==> config.mk <==
export PLATFORM = sky130hd
export DESIGN_NAME = pls_fixed_divider
export DESIGN_NICKNAME = d
export VERILOG_FILES = /design/src/rtl/pls_fixed_divider.sv
export SDC_FILE = /design/constraint.sdc
export NUM_CORES = 1
export LEC_CHECK = 0
export CORE_UTILIZATION = 40
export DETAILED_ROUTE_END_ITERATION = 8
export GPL_TIMING_DRIVEN = 0
export PLACE_DENSITY = 0.69
export SKIP_LAST_GASP = 1
export SYNTH_ARGS = -nofsm -noshare
export SYNTH_HDL_FRONTEND = slang
export SYNTH_SLANG_ARGS = --single-unit
==> constraint.sdc <==
create_clock -name aclk -period 3.6 [get_ports aclk]
set_input_delay 1.08 -clock aclk [delete_from_list [all_inputs] [get_ports aclk]]
set_output_delay 1.08 -clock aclk [all_outputs]
set_load 0.05 [all_outputs]
==> src/rtl/pls_fixed_divider.sv <==
// Fixed-point AXI-Stream divider: result = trunc(a * 2^RES_SHIFT / b), signed a, unsigned b.
// Radix-2 restoring core, one quotient bit per cycle, fixed data-independent latency.
module pls_fixed_divider #(
  parameter int unsigned DATA_SIZE = 32,
  parameter int unsigned RES_SHIFT = 16
) (
  input  logic                 aclk,
  input  logic                 areset,
  input  logic [DATA_SIZE-1:0] div_a_tdata,
  input  logic                 div_a_tvalid,
  output logic                 div_a_tready,
  input  logic [DATA_SIZE-1:0] div_b_tdata,
  input  logic                 div_b_tvalid,
  output logic                 div_b_tready,
  output logic [DATA_SIZE-1:0] div_result_tdata,
  output logic [1:0]           div_result_tuser,
  output logic                 div_result_tvalid,
  input  logic                 div_result_tready,
  output logic                 busy
);

  localparam int unsigned Iter = DATA_SIZE + RES_SHIFT;
  localparam int unsigned CntW = $clog2(Iter);
  localparam logic [DATA_SIZE-1:0] MaxPos = {1'b0, {(DATA_SIZE-1){1'b1}}};
  localparam logic [DATA_SIZE-1:0] MinNeg = {1'b1, {(DATA_SIZE-1){1'b0}}};

  typedef enum logic [1:0] {StIdle, StCalc, StFix, StOut} state_e;

  state_e               state_q;
  logic                 a_rdy_q, b_rdy_q, a_held_q, b_held_q, busy_q, valid_q;
  logic [DATA_SIZE-1:0] a_q, b_q, rem_q, data_q;
  logic [1:0]           user_q;
  logic [Iter-1:0]      num_q;
  logic [CntW-1:0]      cnt_q;

  logic                 a_take, b_take;
  logic [DATA_SIZE-1:0] a_mag;
  logic [DATA_SIZE:0]   trial;
  logic                 trial_ge;
  logic [DATA_SIZE-1:0] trial_diff, rem_next;
  logic                 neg, pos_ovf, neg_ovf;
  logic [DATA_SIZE-1:0] fix_data;
  logic [1:0]           fix_user;

  assign a_take = div_a_tvalid & a_rdy_q;
  assign b_take = div_b_tvalid & b_rdy_q;

  always_comb begin
    // Unsigned DATA_SIZE-bit magnitude is exact even for the most-negative dividend.
    a_mag      = div_a_tdata[DATA_SIZE-1] ? -div_a_tdata : div_a_tdata;
    trial      = {rem_q, num_q[Iter-1]};
    trial_ge   = trial >= {1'b0, b_q};
    // Remainder stays below b, so the modular difference is exact when it is kept.
    trial_diff = trial[DATA_SIZE-1:0] - b_q;
    rem_next   = trial_ge ? trial_diff : trial[DATA_SIZE-1:0];
  end

  always_comb begin
    neg      = a_q[DATA_SIZE-1];
    pos_ovf  = |num_q[Iter-1:DATA_SIZE-1];
    neg_ovf  = (|num_q[Iter-1:DATA_SIZE]) | (num_q[DATA_SIZE-1] & (|num_q[DATA_SIZE-2:0]));
    fix_data = '0;
    fix_user = 2'b00;
    if (b_q == '0) begin
      fix_user = 2'b01;
      if (a_q == '0) begin
        fix_data = '0;
      end else if (neg) begin
        fix_data = MinNeg;
      end else begin
        fix_data = MaxPos;
      end
    end else if (neg) begin
      if (neg_ovf) begin
        fix_data = MinNeg;
        fix_user = 2'b10;
      end else begin
        fix_data = -num_q[DATA_SIZE-1:0];
      end
    end else if (pos_ovf) begin
      fix_data = MaxPos;
      fix_user = 2'b10;
    end else begin
      fix_data = num_q[DATA_SIZE-1:0];
    end
  end

  always_ff @(posedge aclk) begin
    if (areset) begin
      state_q  <= StIdle;
      a_rdy_q  <= 1'b0;
      b_rdy_q  <= 1'b0;
      a_held_q <= 1'b0;
      b_held_q <= 1'b0;
      busy_q   <= 1'b0;
      valid_q  <= 1'b0;
      data_q   <= '0;
      user_q   <= '0;
      a_q      <= '0;
      b_q      <= '0;
      num_q    <= '0;
      rem_q    <= '0;
      cnt_q    <= '0;
    end else begin
      unique case (state_q)
        StIdle: begin
          if (a_take) begin
            a_q      <= div_a_tdata;
            num_q    <= {a_mag, {RES_SHIFT{1'b0}}};
            a_held_q <= 1'b1;
            a_rdy_q  <= 1'b0;
          end else if (!a_held_q) begin
            a_rdy_q <= 1'b1;
          end
          if (b_take) begin
            b_q      <= div_b_tdata;
            b_held_q <= 1'b1;
            b_rdy_q  <= 1'b0;
          end else if (!b_held_q) begin
            b_rdy_q <= 1'b1;
          end
          if (a_take || b_take) begin
            busy_q <= 1'b1;
          end
          if ((a_held_q || a_take) && (b_held_q || b_take)) begin
            state_q <= StCalc;
            a_rdy_q <= 1'b0;
            b_rdy_q <= 1'b0;
            rem_q   <= '0;
            cnt_q   <= '0;
          end
        end
        StCalc: begin
          // Numerator bits shift out the top while quotient bits shift in at the bottom.
          num_q <= {num_q[Iter-2:0], trial_ge};
          rem_q <= rem_next;
          cnt_q <= cnt_q + CntW'(1);
          if (cnt_q == CntW'(Iter - 1)) begin
            state_q <= StFix;
          end
        end
        StFix: begin
          data_q  <= fix_data;
          user_q  <= fix_user;
          valid_q <= 1'b1;
          state_q <= StOut;
        end
        StOut: begin
          if (div_result_tready) begin
            valid_q  <= 1'b0;
            busy_q   <= 1'b0;
            a_held_q <= 1'b0;
            b_held_q <= 1'b0;
            a_rdy_q  <= 1'b1;
            b_rdy_q  <= 1'b1;
            state_q  <= StIdle;
          end
        end
        default: state_q <= StIdle;
      endcase
    end
  end

  assign div_a_tready      = a_rdy_q;
  assign div_b_tready      = b_rdy_q;
  assign div_result_tdata  = data_q;
  assign div_result_tuser  = user_q;
  assign div_result_tvalid = valid_q;
  assign busy              = busy_q;

endmodule

Yosys cells after proc, flatten, opt, wreduce, memory -nomap -nowiden
Cells that the tools add are included.
{ "classes": {"bitwise_logic": 4, "n_addsub": 4, "n_reduce_logical": 24, "eq_ne": 12, "mux": 39, "magnitude_cmp": 1} }
{ "op_table": {"columns": ["op", "count"], "rows": [
  ["$mux 32", 9],
  ["$pmux 48 s2", 1],
  ["$logic_not 32->1", 2],
  ["$neg 32->32", 2],
  ["$pmux 32 s2", 1],
  ["$mux 48", 1],
  ["$ge 33x32->1", 1],
  ["$sub 32x32->32", 1],
  ["$reduce_or 31->1", 1],
  ["$reduce_and 3->1", 6],
  ["$reduce_or 17->1", 1],
  ["$reduce_or 16->1", 1],
  ["$mux 2", 7],
  ["$ne 2x2->1 const B", 6],
  ["$pmux 1 s2", 6],
  ["$pmux 6 s2", 1],
  ["$mux 1", 11],
  ["$reduce_and 2->1", 5],
  ["$ne 4x4->1 const B", 2],
  ["$pmux 2 s4", 1],
  ["$add 6x1->6 const B", 1],
  ["$eq 6x6->1 const B", 1],
  ["$mux 6", 1],
  ["$reduce_bool 2->1", 3],
  ["7 further kinds", 12]
]} }
{ "totals": {"word_cells": 98, "input_bits": 69, "out_inout_bits": 38, "register_bits": 192} }

Logic depth before layout (Yosys ltp)
Gate-level depths: netlist of run 1.
{ "logic_depth": {"ltp_word": 6, "depth_mapped": 12, "ltp_nobuf": 11} }

Least setup slack after synthesis of run 1
OpenSTA, ideal clock, no wires.
{ "synth_path": {"kind": "in2reg", "startpoint": "input port div_a_tdata[7]", "endpoint": "register num_q[41]", "slack_ps": 662, "required_time_ps": 3468, "n_path_buf": 0, "stages": 8, "arrival_ps": 2805, "setup_ps": 132, "cell_sequence": "or4_1 > nor4_1 > nand4_1 > o31ai_1 > xor2_1 > nand2_1 > o211ai_1 > a21oi_1"} }
{ "synth_via": {"elab_chain_len": 4} }
{ "synth_lines": {"columns": ["item", "line", "source"], "rows": [
  ["from (decl)", "9", "input logic [DATA_SIZE-1:0] div_a_tdata,"],
  ["$neg 32->32", "50", "a_mag = div_a_tdata[DATA_SIZE-1] ? -div_a_tdata : div_a_tdata;"],
  ["$mux 32", "50", null],
  ["$mux 48", "107", "if (a_take) begin"],
  ["$pmux 48 s2", "105", "unique case (state_q)"],
  ["to (signal assigned)", "109", "num_q <= {a_mag, {RES_SHIFT{1'b0}}};"],
  ["to (signal assigned)", "135", "num_q <= {num_q[Iter-2:0], trial_ge};"],
  ["to (decl)", "33", "logic [Iter-1:0] num_q;"]
]} }
No other way between the ends. The select of a mux whose other input is x is not followed.
A chain may end at the register's enable or synchronous reset.

Final worst setup path of run 1
{ "layout_path": {"startpoint": "input port div_a_tdata[2]", "endpoint": "register num_q[42]"} }
The elaborated chain is that of the path after synthesis.

==> impl_metrics.py, run 1 <==
metrics = {
    "power": {
        "p_switching_mw": 7.79,
        "vdd_ir_drop_max_mv": 1.05,
        "swShare_pct": 51.3,
        "power_frac_seq_pct": 19.6,
        "power_frac_comb_pct": 67.7,
        "power.density_nw_per_um2": 1130,
        "p_leak_nw": 4.99,
        "p_int_mw": 7.38,
        "p_clk_share_pct": 12.7,
    },
    "cells_and_area": {
        "post-route-util_pct": 48.3,
        "drive_above_1_share_pct": 4.15,
        "design_area_um2": 13400,
        "seq_area_um2": 3840,
        "fillers": 2818,
        "nets": 1759,
        "multiInputGateArea_um2": 6870,
        "syn_to_final_growth_pct": 18.8,
        "n_antenna_cell": 0,
    },
    "clocking": {
        "clock_tree.buffer_depth": 2,
        "cts_made_buffers": 17,
        "worstSkewPairLatency_ps": 450,
        "cts_setup_buffers": 0,
        "holdBufCountCts": 0,
        "cts-htree-levels": 4,
        "clk_pin_slew_ps": 70,
        "cts_tree": "done",
        "cts_root_buf": "clkbuf_16",
        "clock_sinks": 192,
        "cts_resized": 0,
    },
    "job": {
        "cap_violations": 0,
    },
    "floorplanning": {
        "io_pins": 107,
        "dieArea_um2": 28900,
        "fp.dieH_um": 170,
        "die_width_um": 170,
        "core_um2": 27800,
        "num_rows": 61,
        "initial_core_util_pct": 40.7,
    },
    "drt": {
        "drc": 0,
        "vias": 11806,
        "routedWlPerCell_um": 17.9,
        "vias_per_cell": 5.79,
        "dr.pass1.iters": 5,
        "drtIter0Drc": 997,
        "wl_um": 36400,
        "antenna_left": 0,
    },
    "grt": {
        "grt_usage_pct": 25.2,
        "grt_max_degree": 19,
        "grt_pass1_wl_um": 57500,
        "grt_pass1_vias": 10914,
        "grt_overflow": 0,
        "antenna_found_initial": 1,
    },
    "logic_synthesis": {
        "async_flop_share_pct": 0,
        "synthFlopType": "dfxtp_1",
        "yosys_warnings": 0,
        "ys_types": 75,
        "syn_inst": 1525,
        "synth_edf_count": 0,
        "syn_nets": 1635,
        "synth_area_um2": 11300,
        "ys_seq_area_share_pct": 34.0,
        "avgSynthCellArea_um2": 7.41,
        "ys_ff_latch": 192,
    },
    "sta": {
        "rsz0062_at_grt": "false",
        "setup_viol": 0,
        "worstMarginPinSlew_ps": 869,
        "period_share_pct": 95.5,
        "fmax_ghz": 0.291,
        "drv_slew": 0,
        "setup_tns_ps": 0,
        "relSlewSlack_pct": 42.1,
        "hold_viol": 0,
        "fin_skew_ps": 16.3,
        "fin_crit_ps": 3440,
    },
    "place": {
        "place_area_um2": 12800,
        "gp_congestion": 0.976,
        "hpwl_um": 27500,
        "io_buffers": 105,
    },
    "setup_path": {
        "crit_top_cell": "nor2_1",
        "end_kind": "flop",
        "critPathMaxStageDelay_ps": 640,
        "crit_chain": "clkdlybuf4s50_1, or4_1, nor2_1, a41oi_1, a21oi_1, xnor2_1, nor2_1, a211oi_1, nor3_1",
        "worstPathRequired_ps": 3890,
        "critPathSlowestCell": "or4_1",
        "arrival_ps": 3730,
        "cp_max_fo": 8,
        "setup.worst_path.start_class": "input port",
        "path_class": "input port to flop",
        "critPathBufInv": 1,
        "crit_family": "simple AND/OR/NAND/NOR gates",
    },
    "status": {
        "status": "complete, no violations",
    },
    "min_path": {
        "min_path_type": "flop to flop",
    },
}
==> flip-flops by register name, indices dropped and copies added (netlist names), 2 cells and up <==
name              flops
num_q                48
a_q                  32
b_q                  32
div_result_tdata     32
rem_q                32
cnt_q                 6
div_result_tuser      2
state_q               2
==> worst reg2reg max path, delay by kind of cell (launching register included) <==
| kind | cells | cell delay, ps |
|---|---|---|
| and+or+nand+nor | 5 | 1600 |
| AOI/OAI and AO/OA | 2 | 700 |
| buffers and inverters | 2 | 580 |
| DFF | 1 | 330 |
==> path summary, 6_finish.rpt <==
path / start / endpoint / slack, ps / depth (start not counted)
setup / recovery: div_a_tdata[2] / num_q[42] / 160 / 9
hold / removal: div_result_tdata[18] / div_result_tdata[18] / 450 / 2
setup reg to reg: num_q[36] / div_result_tdata[18] / 250 / 9
hold reg to reg: div_result_tdata[18] / div_result_tdata[18] / 450 / 2
==> area by class of cell <==
type | count | share of cell area [%]
tap | 378 | 3.53
inverter | 59 | 1.65
clock inverter | 13 | 1.11
clock buffer | 18 | 3.27
buffer | 92 | 2.78
sequential | 192 | 28.7
multi-input combinational | 1182 | 51.2
timing repair buffer | 105 | 7.83
==> power groups by stage <==
| stage | sequential, mW | clock [mW] | combinational [mW] |
|---|---|---|---|
| after floorplan | 3.29 | 0 | 7.10 |
| after global placement | 3.00 | 0 | 10.0 |
| after detailed placement | 3.01 | 0 | 10.1 |
| after CTS | 2.96 | 1.96 | 10.1 |
| after global routing | 3.02 | 2.05 | 11.1 |
| final | 2.97 | 1.93 | 10.3 |
==> per-layer routing <==
layer	GRT usage, %	up-vias	share of wire, %
li1	-	5711	-
met1	32.3	5551	44
met2	42.6	475	47
met3	4.47	67	6.5
met4	8.42	2	2.7
met5	0	-	0.047
==> stage by stage <==
stage,std cells,hold WS (ps),total power [mW],worst slack (ps)
finish,2039,454,15.2,163
CTS,2039,452,15.1,214
global placement,2008,432,13.0,-247
detailed placement,2008,439,13.1,-232
global route,2039,470,16.2,22.2
floorplan,1525,436,10.4,662
==> layout by cell type, fill, tap and decap left out, drive strengths merged, types with 5 or more instances in the layout <==
cell and count:
nand2 286, dfxtp 192, a21oi 175, nor2 136, clkdlybuf4s50 105, o21ai 97, clkbuf 93, inv 63
ha 40, nand3 36, nor4 36, nor3 35, xor2 32, mux2i 26, xnor2 21, a211oi 20
o211ai 19, a22oi 17, buf 17, o31ai 16, nand4 15, a31oi 14, o22ai 12, a311oi 12
a32oi 10, a22o 10, nand2b 9, a21o 9, nor2b 9, or4 9, or3 7, or2 6
clkinv 6, a211o 5, o221ai 5, a41oi 5, nor3b 5
==> synth_stat cells (19+ instances only) <==
| master | instances | area share (%) |
|---|---|---|
| o21ai_0 | 78 | 3.5 |
| dfxtp_1 | 192 | 34 |
| nand2_1 | 285 | 9.5 |
| nand3_1 | 36 | 1.6 |
| clkbuf_1 | 75 | 2.5 |
| ha_1 | 40 | 4.4 |
| nor2_1 | 136 | 4.5 |
| a211oi_1 | 20 | 1.3 |
| xnor2_1 | 21 | 1.6 |
| nor3_1 | 33 | 1.5 |
| nor4_1 | 33 | 1.8 |
| inv_1 | 57 | 1.9 |
| xor2_1 | 32 | 2.5 |
| a21oi_1 | 174 | 7.7 |
| mux2i_1 | 26 | 2.3 |
| o21ai_1 | 19 | 0.84 |
| o211ai_1 | 19 | 1.3 |
==> cells by family after synthesis <==
logic type,synth area share (%)
AND/OR/NAND/NOR,24.4
adder cells (fa/ha/maj),4.61
multiplexers,2.30
AO/OA/AOI/OAI,25.3
XOR/XNOR,4.11
buffers and inverters,5.26
flip-flops,34.0
(Power assumes the default switching activity.)
==> inputs of run 2 (changes only) <==
- CORE_MARGIN: unset -> 5
- clock period: 3.6 -> 3.55 ns (I/O delays scaled with it)
==> run 2 against run 1 <==
Net effect: combinational power is essentially flat; critical path depth is the same; register-to-register slack gained 160 ps; core utilization shrank 0.15 points; non-clock buffer count is the same; clock power is essentially flat; cell count is essentially flat.
==> impl_metrics.py, run 2 (same netlist as run 1, synthesis figures left out) <==
metrics = {
    "status": {
        "status": "complete, no violations",
    },
    "sta": {
        "period_share_pct": 96.3,
        "relSlewSlack_pct": 43.7,
        "rsz0062_at_grt": "true",
        "drv_slew": 0,
        "fin_crit_ps": 3420,
        "setup_viol": 0,
        "hold_viol": 0,
        "timing.hold.ws_ps": 456,
        "fin_skew_ps": 15.6,
        "worstMarginPinSlew_ps": 836,
        "fmax_ghz": 0.292,
    },
    "clocking": {
        "cts_made_buffers": 17,
        "cts_root_buf": "clkbuf_16",
        "clock_sinks": 192,
        "cts-htree-levels": 4,
        "clock_tree.buffer_depth": 2,
        "cts_tree": "done",
        "clk_pin_slew_ps": 80,
        "cts_setup_buffers": 0,
        "worstSkewPairLatency_ps": 460,
    },
    "cells_and_area": {
        "largest_reg_flops": 48,
        "post-route-util_pct": 48.1,
        "final_common_cell": "nand2_1",
        "regMostFlops": "num_q",
        "design_area_um2": 13400,
        "drive_above_1_share_pct": 4.27,
        "nets": 1759,
        "syn_to_final_growth_pct": 18.7,
        "final_cell_mix": "285 x nand2_1, 192 x dfxtp_1, 174 x a21oi_1",
        "seq_area_um2": 3840,
        "fillers": 2776,
        "multiInputGateArea_um2": 6870,
        "n_antenna_cell": 0,
    },
    "floorplanning": {
        "core_um2": 27900,
        "fp.dieH_um": 178,
        "dieArea_um2": 31700,
        "io_pins": 107,
        "die_width_um": 178,
        "initial_core_util_pct": 40.6,
        "num_rows": 61,
    },
    "min_path": {
        "hp-start": "a_q[23]",
        "holdPathStages": 2,
        "min_path_type": "flop to flop",
        "hold_end": "a_q[23]",
    },
    "setup_path": {
        "crit_top_cell": "nor2_1",
        "end_kind": "flop",
        "reg2reg_depth": 12,
        "reg2reg_slack_ps": 410,
        "path_class": "input port to flop",
        "arrival_ps": 3720,
        "r2r-end": "rem_q[9]",
        "r2r_start": "b_q[10]",
        "crit_chain": "clkdlybuf4s50_1, or4_1, nor2_1, a41oi_2, a21oi_1, xnor2_1, nor2_1, a211oi_1, nor3_1",
        "worstPathRequired_ps": 3850,
        "critPathMaxStageDelay_ps": 660,
        "crit_family": "simple AND/OR/NAND/NOR gates",
        "cp_max_fo": 8,
        "critPathSlowestCell": "or4_1",
        "setup.worst_path.start_class": "input port",
        "critPathBufInv": 1,
    },
    "drt": {
        "vias": 11709,
        "dr.pass1.iters": 7,
        "vias_per_cell": 5.74,
        "drc": 0,
        "antenna_left": 0,
        "wl_met2_um": 17200,
        "wl_um": 37100,
        "routedWlPerCell_um": 18.2,
        "highest_layer": "met4",
        "wl_met1_um": 16000,
        "drtIter0Drc": 1014,
        "dr_wl_met3_um": 2760,
    },
    "job": {
        "cap_violations": 0,
    },
    "place": {
        "place_area_um2": 12800,
        "io_buffers": 105,
        "hpwl_um": 28100,
        "gp_congestion": 0.981,
    },
    "grt": {
        "grt_pass1_wl_um": 58600,
        "grt_max_degree": 19,
        "grt_overflow": 0,
        "grt_pass1_vias": 11231,
        "grt_usage_pct": 23.0,
        "antenna_found_initial": 0,
    },
    "power": {
        "vdd_ir_drop_max_mv": 0.980,
        "power_mw": 15.3,
        "p_leak_nw": 4.99,
        "power.density_nw_per_um2": 1140,
    },
}
[run 2: area by class of cell]
type | count | area share (%)
multi-input combinational | 1182 | 51.2
tap | 378 | 3.53
clock buffer | 19 | 3.38
sequential | 192 | 28.7
clock inverter | 13 | 0.924
timing repair buffer | 105 | 7.84
inverter | 59 | 1.65
buffer | 92 | 2.78
[run 2: per-layer routing]
metal  track usage [%]  up-vias
li1                  -     5719
met1              29.3     5456
met2              38.5      459
met3              5.68       75
met4              7.25        0
met5                 0        -
[run 2: worst max-delay path by stage]
stage | cells after the start | slack [ps] | end | from
after floorplan | 8 | 630 | num_q[41] | div_a_tdata[7]
after global routing | 8 | -20 | num_q[40] | div_a_tdata[2]
after CTS | 9 | 80 | num_q[42] | div_a_tdata[2]
after detailed placement | 9 | -380 | num_q[42] | div_a_tdata[2]
after global placement | 9 | -350 | num_q[42] | div_a_tdata[2]
final | 9 | 130 | num_q[42] | div_a_tdata[2]
[run 2: power breakdown]
group	switching (mW)	internal [mW]
registers	0.430	2.60
logic	6.51	3.87
clock network	0.963	0.965
total	7.90	7.44
[run 2: worst reg2reg max path, delay by kind of cell (launching register included)]
kind / cells / cell delay [ps]
buf+inv: 3 / 600
compound gates: 5 / 1390
fa+ha+maj: 1 / 280
simple gates: 3 / 370
flops: 1 / 360
[run 2: through the flow]
step                      std cells  setup WS, ps  setup TNS (ps)
final                          2040           131               0
after global routing           2040         -16.9           -22.3
after CTS                      2040          83.7               0
after detailed placement       2008          -385           -5240
after global placement         2008          -351           -4080
after floorplan                1525           627               0
[run 2: what timing repair did]
action	CTS	global route
setup endpoints to repair	0	6
resized for setup	0	2
hold buffers	0	0
